===== src/rtl/skid_buffer_vrtl.sv =====
// Two-entry valid/ready skid buffer. deq_msg is always driven from the main
// register. The skid register absorbs the one extra message that can arrive
// in the cycle after the consumer stalls. Both ready and valid come straight
// from state, so no combinational path runs from enq_* to deq_* or from
// deq_rdy to enq_rdy.
//
// state | meaning
// EMPTY | nothing held; deq_val = 0
// ONE   | main holds the oldest message
// TWO   | main holds the oldest message, skid holds the next; enq_rdy = 0
module skid_buffer_vrtl #(
   parameter int p_nbits = 32
) (
   input  logic               clk,
   input  logic               reset,
   input  logic               enq_val,
   output logic               enq_rdy,
   input  logic [p_nbits-1:0] enq_msg,
   output logic               deq_val,
   input  logic               deq_rdy,
   output logic [p_nbits-1:0] deq_msg
);

   typedef enum logic [1:0] {
      EMPTY = 2'd0,
      ONE   = 2'd1,
      TWO   = 2'd2
   } state_t;

   state_t             state;
   state_t             state_nxt;
   logic [p_nbits-1:0] main_q;
   logic [p_nbits-1:0] main_nxt;
   logic [p_nbits-1:0] skid_q;
   logic [p_nbits-1:0] skid_nxt;
   logic               enq_fire;
   logic               deq_fire;

   // Handshake outputs decode state only. enq_rdy is also gated by reset,
   // because state already reads EMPTY while reset is held.
   always_comb begin
      deq_val  = (state != EMPTY);
      enq_rdy  = (state != TWO) && reset;
      deq_msg  = main_q;
      enq_fire = enq_val && enq_rdy;
      deq_fire = deq_val && deq_rdy;
   end

   // State register and storage; reset clears everything immediately.
   always_ff @(posedge clk or negedge reset) begin
      if (!reset) begin
         state  <= EMPTY;
         main_q <= '0;
         skid_q <= '0;
      end else begin
         state  <= state_nxt;
         main_q <= main_nxt;
         skid_q <= skid_nxt;
      end
   end

   // Next-state logic and storage updates.
   always_comb begin
      state_nxt = state;
      main_nxt  = main_q;
      skid_nxt  = skid_q;
      unique case (state)
         EMPTY: begin
            if (enq_fire) begin
               state_nxt = ONE;
               main_nxt  = enq_msg;
            end
         end
         ONE: begin
            if (enq_fire && deq_fire) begin
               main_nxt = enq_msg;
            end else if (enq_fire) begin
               state_nxt = TWO;
               skid_nxt  = enq_msg;
            end else if (deq_fire) begin
               state_nxt = EMPTY;
            end
         end
         TWO: begin
            // enq_rdy is low here, so only a dequeue can change anything.
            // The skid entry moves into main without a bubble.
            if (deq_fire) begin
               state_nxt = ONE;
               main_nxt  = skid_q;
            end
         end
         default: begin
            state_nxt = EMPTY;
         end
      endcase
   end

endmodule


===== config.mk =====
export PLATFORM = sky130hd
export DESIGN_NAME = skid_buffer_vrtl
export DESIGN_NICKNAME = d
export VERILOG_FILES = /design/src/rtl/skid_buffer_vrtl.sv
export SDC_FILE = /design/constraint.sdc
export NUM_CORES = 1
export LEC_CHECK = 0
export CAP_MARGIN = 15
export CORE_UTILIZATION = 45
export DETAILED_ROUTE_END_ITERATION = 10
export PLACE_DENSITY = 0.74
export SLEW_MARGIN = 40
export SYNTH_ARGS = -nofsm -noshare
export SYNTH_HDL_FRONTEND = slang
export SYNTH_SLANG_ARGS = --single-unit
export TNS_END_PERCENT = 1

===== constraint.sdc =====
create_clock -name clk -period 2.6 [get_ports clk]
set_input_delay 0.52 -clock clk [delete_from_list [all_inputs] [get_ports clk]]
set_output_delay 0.52 -clock clk [all_outputs]
set_load 0.005 [all_outputs]

Word-level counts from Yosys, hierarchy flattened. Cells that the tools add are included. Widths: inputs -> output; s select.

Output and inout bits: 34. Register bits after elaboration: 66. Logic and storage cells: 32.

Equal/unequal tests: 8. Reductions and logical operators: 10. Bitwise gates (word level): 1. Mux-type cells: 10.

Operators with widths (number): $mux 32 (3); $pmux 32 s3 (1); $mux 2 (5); $ne 2x2->1 const B (5); $reduce_and 4->1 (2); $pmux 2 s3 (1); $logic_and 1x1->1 (4); $ne 3x3->1 const B (1); $reduce_and 3->1 (1); $reduce_bool 3->1 (1); $eq 2x1->1 const B (1); $eq 2x2->1 const B (1); $logic_not 2->1 (1); $reduce_bool 2->1 (1); $not 1->1 (1).

Longest topological paths before layout.
Depth after elaboration: 6. Mapped depth: 5. Gate-level depth less buffers: 3.

Least setup slack after synthesis. OpenSTA, ideal clock, no wires.

Path type: input -> register. Start point: input enq_val. End point: register skid_q[10]. Required time: 2.475 ns. Setup time: 0.125 ns. Slack: 1.016 ns. Arrival time: 1.460 ns. Path buffers: 1. Stages: 4. Cells stage by stage: nand3b_4 nor3b_4 buf_6 mux2_2.

Word-level cells in the longest chain between the ends: 4.

RTL lines: from (decl) (RTL line 16) `input logic enq_val,`; $logic_and 1x1->1 * (RTL line 45) `enq_fire = enq_val && enq_rdy;`; $logic_and 1x1->1 (RTL line 75) `if (enq_fire && deq_fire) begin`; $not 1->1 (no line); $reduce_and 3->1 (no line) *; to (signal assigned) (RTL line 58) `skid_q <= skid_nxt;`; to (decl) (RTL line 34) `logic [p_nbits-1:0] skid_q;`.

Every way passes the cells marked *; elsewhere a longest branch is shown, timed or not. A chain may end at the register's enable or synchronous reset.

Final worst setup path.
Start point: input reset. End point: output enq_rdy.

Word-level cells in the longest chain between the ends: 1.

RTL lines: from (decl) (RTL line 15) `input logic reset,`; $logic_and 1x1->1 (RTL line 43) `enq_rdy = (state != TWO) && reset;`; to (decl) (RTL line 17) `output logic enq_rdy,`.

No other way between the ends.

==> flow_metrics.tcl <==
set metrics [dict create \
    outcome "completed" \
    cts_buffers 9 \
    synth.area.top_cells "dfrtp_1 (60%), mux2_2 (13%), o32a_1 (12%)" \
    ys_seq_elements 66 \
    cts_setup_buffers 0 \
    synth_top_family_by_area "compound AO/OA/AOI/OAI gates" \
    via_per_inst 5.559 \
    die_w_um 80.51 \
    synth_simple_gate_area_share_pct 2.706 \
    grt_max_degree 38 \
    num_io_pins 70 \
    cts_resized 0 \
    num_vias 1918 \
    grt_pass1_vias 2049 \
    grt_pass1_wl_um 9804 \
    port_buffers 69 \
    ctsRootBufferMaster "clkbuf_8" \
    path_clk_slew_ns 0.06 \
    dieArea_mm2 0.006482 \
    crit_type "in2out" \
    drive_gt1_share_pct 22.59 \
    cts_tree "yes" \
    ctsHoldBuffers 1 \
    area_growth_pct 34.82 \
    grt-ovfl-total 0 \
    power.leakage_nw 1.493 \
    worstHoldStart "deq_msg[29]" \
    slowest_stage "dlygate4sd3_1" \
    synth_compound_area_share_pct 21.15 \
    hold_path.class "reg2reg" \
    synth.top_cell.area_share_pct 59.54 \
    max_freq_ghz 0.4189 \
    fp-row-count 28 \
    p_per_area_mw_per_mm2 855.6 \
    cp_max_fo 6 \
    synth.distinct_cells 20 \
    synth_area_mm2 0.002774 \
    setup_viol 0 \
    rsz0062_at_grt "no" \
    yosys.area.top_type "dfrtp_1" \
    worst_pin_slew_ns 0.5073 \
    fp.dieH_um 80.51 \
    drv_slew 0 \
    synthMuxAreaShare_pct 13.35 \
    hold_depth 1 \
    slowest_delay_ns 0.52 \
    cts.sinks 66 \
    synth_area_per_cell_um2 14.52 \
    cp-end-kind "output port" \
    critPathLaunch "reset" \
    synth_xor_area_share_pct 0 \
    coreArea_mm2 0.005921 \
    start_kind "input pin" \
    htree_levels 3 \
    final_nets 302 \
    yosysWarnings 0 \
    track_usage_pct 20.69 \
    cp.arrival_ns 1.87 \
    ant_nets 0 \
    crit_chain "dlygate4sd3_1 > buf_2 > and2_1 > clkdlybuf4s50_1" \
    yosysSeqAreaShare_pct 59.54 \
    syn-num-nets 227 \
    synth_fa_ha_area_share_pct 0 \
    avgRoutedWirePerCell_um 16.99 \
    fin_area_mm2 0.003740 \
    postSynthCellCount 191 \
    regToRegStartpoint "state[1]" \
    ctsLongestPathBuffers 2 \
    dr.pass1.iters 4 \
    drc 0 \
    place_hpwl_um 3805 \
    antenna_found_initial 0 \
    cap_violations 0 \
    min_period_over_period_pct 91.81 \
    gp_congestion 0.7183 \
    slew_headroom_pct 66.18 \
    dpl_cell_area_mm2 0.003545 \
    crit_family "buffers and inverters" \
    fin_crit_ns 2.387 \
    antenna_cells 0 \
    start_util_pct 46.85 \
    r2r.worst_path.cells 4 \
    wirelength_um 5861 \
    drt_iter0_markers 50 \
    path_depth 4 \
    hold_viol 0 \
    clk_latency_ns 0.34 \
    fin_setup_tns_ns 0 \
    cp.buffers_inverters 3 \
    finClkSkew_ns 0.005975 \
    required_ns 2.08 \
    irDropWorstVdd_mv 0.5451 \
]
## final cells by class
| cell class | instances | area, um2 |
|---|---|---|
| Fill cell | 487 | 2181 |
| Sequential cell | 66 | 1652 |
| Multi-Input combinational cell | 109 | 1039 |
| Timing Repair Buffer | 80 | 770.7 |
| Clock buffer | 12 | 145.1 |
| Tap cell | 75 | 93.84 |
| Clock inverter | 3 | 40.04 |
## cell families (layout without fill, tap and decap cells)
group,Yosys count,in the layout
buffers and inverters,16,95
and+or+nand+nor,8,8
AOI/OAI and AO/OA,68,68
muxes,33,33
DFF,66,66
## metal layers
layer	wire (um)	GRT usage, %	up-vias	part of all wire [%]
met5	0	0	-	0
met4	83	10.00	0	1.4
met2	2781	32.37	62	47
met1	2634	26.02	960	45
met3	362	6.250	8	6.2
li1	-	-	888	-
## report_power, final
part / internal, W / switching (W) / total, W
sequential: 0.00136 / 0.000181 / 0.00154
combinational: 0.000576 / 0.000255 / 0.000831
clock: 0.000461 / 0.000365 / 0.000826
total: 0.00240 / 0.000801 / 0.00320
## path summary, 6_finish.rpt
| check | endpoint | slack [ns] |
|---|---|---|
| worst max-delay path | enq_rdy | 0.21 |
| max in group asynchronous | deq_msg[6] | 1.38 |
| worst max register to register | skid_q[19] | 0.80 |
| worst min register to register | deq_msg[29] | 0.49 |
| worst min-delay path | deq_msg[29] | 0.49 |
| min in group asynchronous | state[1] | 0.54 |
## through the flow
stage,instances,utilization [%],hold WS [ns],setup WS [ns],total power [W]
final,345,63.17,0.4906,0.2129,0.003200
after global routing,345,63.17,0.5109,0.1348,0.003375
after CTS,345,63.17,0.4943,0.1971,0.003233
after detailed placement,329,59.87,0.3570,0.2451,0.002396
after global placement,329,59.87,0.3569,0.2780,0.002360
after floorplan,191,-,0.2244,1.016,0.001934
## registers in the layout (all words and copies together), names as in the netlist
signal	count
deq_msg	32
skid_q	32
state	2
## synth_stat cells
master     n
nand2b_1   1
o21bai_1   1
nand2_1    1
buf_6      3
mux2_2    32
dfrtp_1   66
buf_2      6
nor2b_1    1
clkbuf_1   7
mux2i_1    1
a21boi_0   1
and2_1     1
o22ai_1    1
nand3b_4   1
o32a_1    32
o21a_1    32
or2_2      1
o21ai_1    1
nor3b_4    1
nand3b_1   1
## placed cells by master, fill, tap and decap left out, drive strengths merged, types with 2 or more instances in the layout
cell type,synthesis,layout
o21a,32,32
clkinv,0,2
o32a,32,32
buf,9,11
dfrtp,66,66
nand3b,2,2
mux2,32,32
clkdlybuf4s50,0,68
clkbuf,7,12
(Power assumes the default switching activity.)
==> edit, RTL diff (same settings) <==
Change the parameter `p_nbits` from 32 to 36.
--- a/src/rtl/skid_buffer_vrtl.sv
+++ b/src/rtl/skid_buffer_vrtl.sv
@@ -10,5 +10,5 @@
 // TWO   | main holds the oldest message, skid holds the next; enq_rdy = 0
 module skid_buffer_vrtl #(
-   parameter int p_nbits = 32
+   parameter int p_nbits = 36
 ) (
    input  logic               clk,
Ports: changed (resized deq_msg and enq_msg); port bits go from 70 to 78. The function was not compared with the original's and may differ.
==> edit against the original RTL <==
Clock power increased by 8.6%. Sequential cell count rose by 8. Highest routed layer unchanged. Cell count rose by 14%. Wire length rose by 20%. Design area increased by 15%. Synthesized area grew 18%. Non-clock buffer count up 8. Power grew 15%. Setup slack improved by 300 ps.
==> edit: results (changes against the original RTL) <==
Drt
  – Detailed-route via count: 2,142 (+12%)
  – Via/cell ratio: 5.42 (-2.5%)
  – Routed len/inst: 17.7 um (+4.4%)

Placement
  – GP Congestion: 0.715 (-0.43%)
  – Detailed Place HPWL: 4.65 mm (+22%)
  – Placed insts: 379 (+15%)
  – Port-buffer cells: 77 (+12%)

Yosys
  – Number of unique standard cell types used by synthesis: 22 (+10%)
  – Syn_nets: 254 (+12%)
  – Syn avg cell area: 15.3 um2 (+5.6%)
  – Synth area leaders: dfrtp_1 (56%), mux2_4 (13%), o32a_1 (11%)

Status
  – Status: completed

Clocking
  – H-tree levels: 3 (unchanged)
  – Reg clk slew, reported paths: 80 ps (+20 ps)

GRT
  – Total Routing Usage GR: 0.200 (-0.00663)
  – Largest net degree at the start of global routing: 42 (+11%)
  – Vias in the first global route: 2,199 (+7.3%)

Pwr
  – Net switching power: 967 uW (+21%)
  – Leak Pwr: 0.00182 uW (+22%)
  – Max VDD drop: 0.000373 V (-31%)

Timing
  – Worst Skew: 5.67 ps (-0.310 ps)
  – Slew @ Worst Pin: 510 ps (+2.86 ps)

Min path
  – Class of the tightest hold or removal check: primary input to async pin

Cells and area
  – Layout Nets: 334 (+11%)
  – Fraction of layout cells with a size suffix above 1: 0.231 (+0.00484)

Setup path
  – Arrival @ worst endpoint: 1560 ps (-310 ps)
==> edit: cell types whose count changed in the layout (fill, tap and decap cells not counted), moves of 4 or more <==
cell / unedited run / this run
dfrtp_1: 66 / 74
o32a_1: 32 / 36
mux2_2: 32 / 7
o21a_1: 32 / 36
clkdlybuf4s50_1: 68 / 76
mux2_4: 0 / 29
==> edit: power by group through the flow <==
stage	logic, uW	registers, uW	clock network, uW
2_1_floorplan	571	1720	0
3_3_place_gp	1020	1740	0
3_5_place_dp	1050	1760	0
4_1_cts	1060	1740	925
5_1_grt	1130	1790	976
6_report	1050	1740	897
==> edit: path summary, 6_finish.rpt <==
| path | from | endpoint | slack, ps | cells past startpoint |
|---|---|---|---|---|
| setup / recovery | state[1] | deq_val | 520 | 2 |
| hold reg to reg | deq_msg[7] | deq_msg[7] | 500 | 1 |
| setup reg to reg | state[1] | skid_q[35] | 1000 | 4 |
| min in group clk | deq_msg[7] | deq_msg[7] | 500 | 1 |
| max in group asynchronous | reset | skid_q[7] | 1970 | 2 |
| hold / removal | reset | skid_q[2] | 240 | 2 |
==> edit: worst max-delay path: stages (launching register included) <==
cell             delay, ps
dfrtp_1                440
or2_2                  320
clkdlybuf4s50_1        460
==> edit: per-layer routing <==
metal / share of wire / GRT usage / vias to the layer above
met2: 0.48 / 0.300 / 61
met1: 0.46 / 0.285 / 1093
met4: 0.0058 / 0.0551 / 0
met5: 0 / 0 / -
li1: - / - / 982
met3: 0.050 / 0.0578 / 6
==> edit: kinds of logic (layout without fill, tap and decap cells) <==
group	after synthesis	in the layout	synth area share
buffers and inverters	19	104	0.0499
DFF	74	74	0.564
and+or+nand+nor	8	8	0.0236
muxes	37	37	0.160
AOI/OAI and AO/OA	76	76	0.203
==> edit: area by class of cell <==
cell class	instances	area [um2]
clock inverter	7	78.8
multi-input combinational	121	1270
tap	96	120
fill	556	2590
timing repair buffer	88	875
sequential	74	1850
clock buffer	9	124
==> edit: through the flow <==
| step | util | hold slack [ps] | area (um2) | worst slack (ps) |
|---|---|---|---|---|
| floorplan | - | 224 | 3280 | 1170 |
| global placement | 0.592 | 477 | 4090 | 316 |
| detailed placement | 0.596 | 478 | 4110 | 376 |
| CTS | 0.625 | 239 | 4320 | 490 |
| global route | 0.625 | 270 | 4320 | 466 |
| finish | 0.625 | 245 | 4320 | 517 |
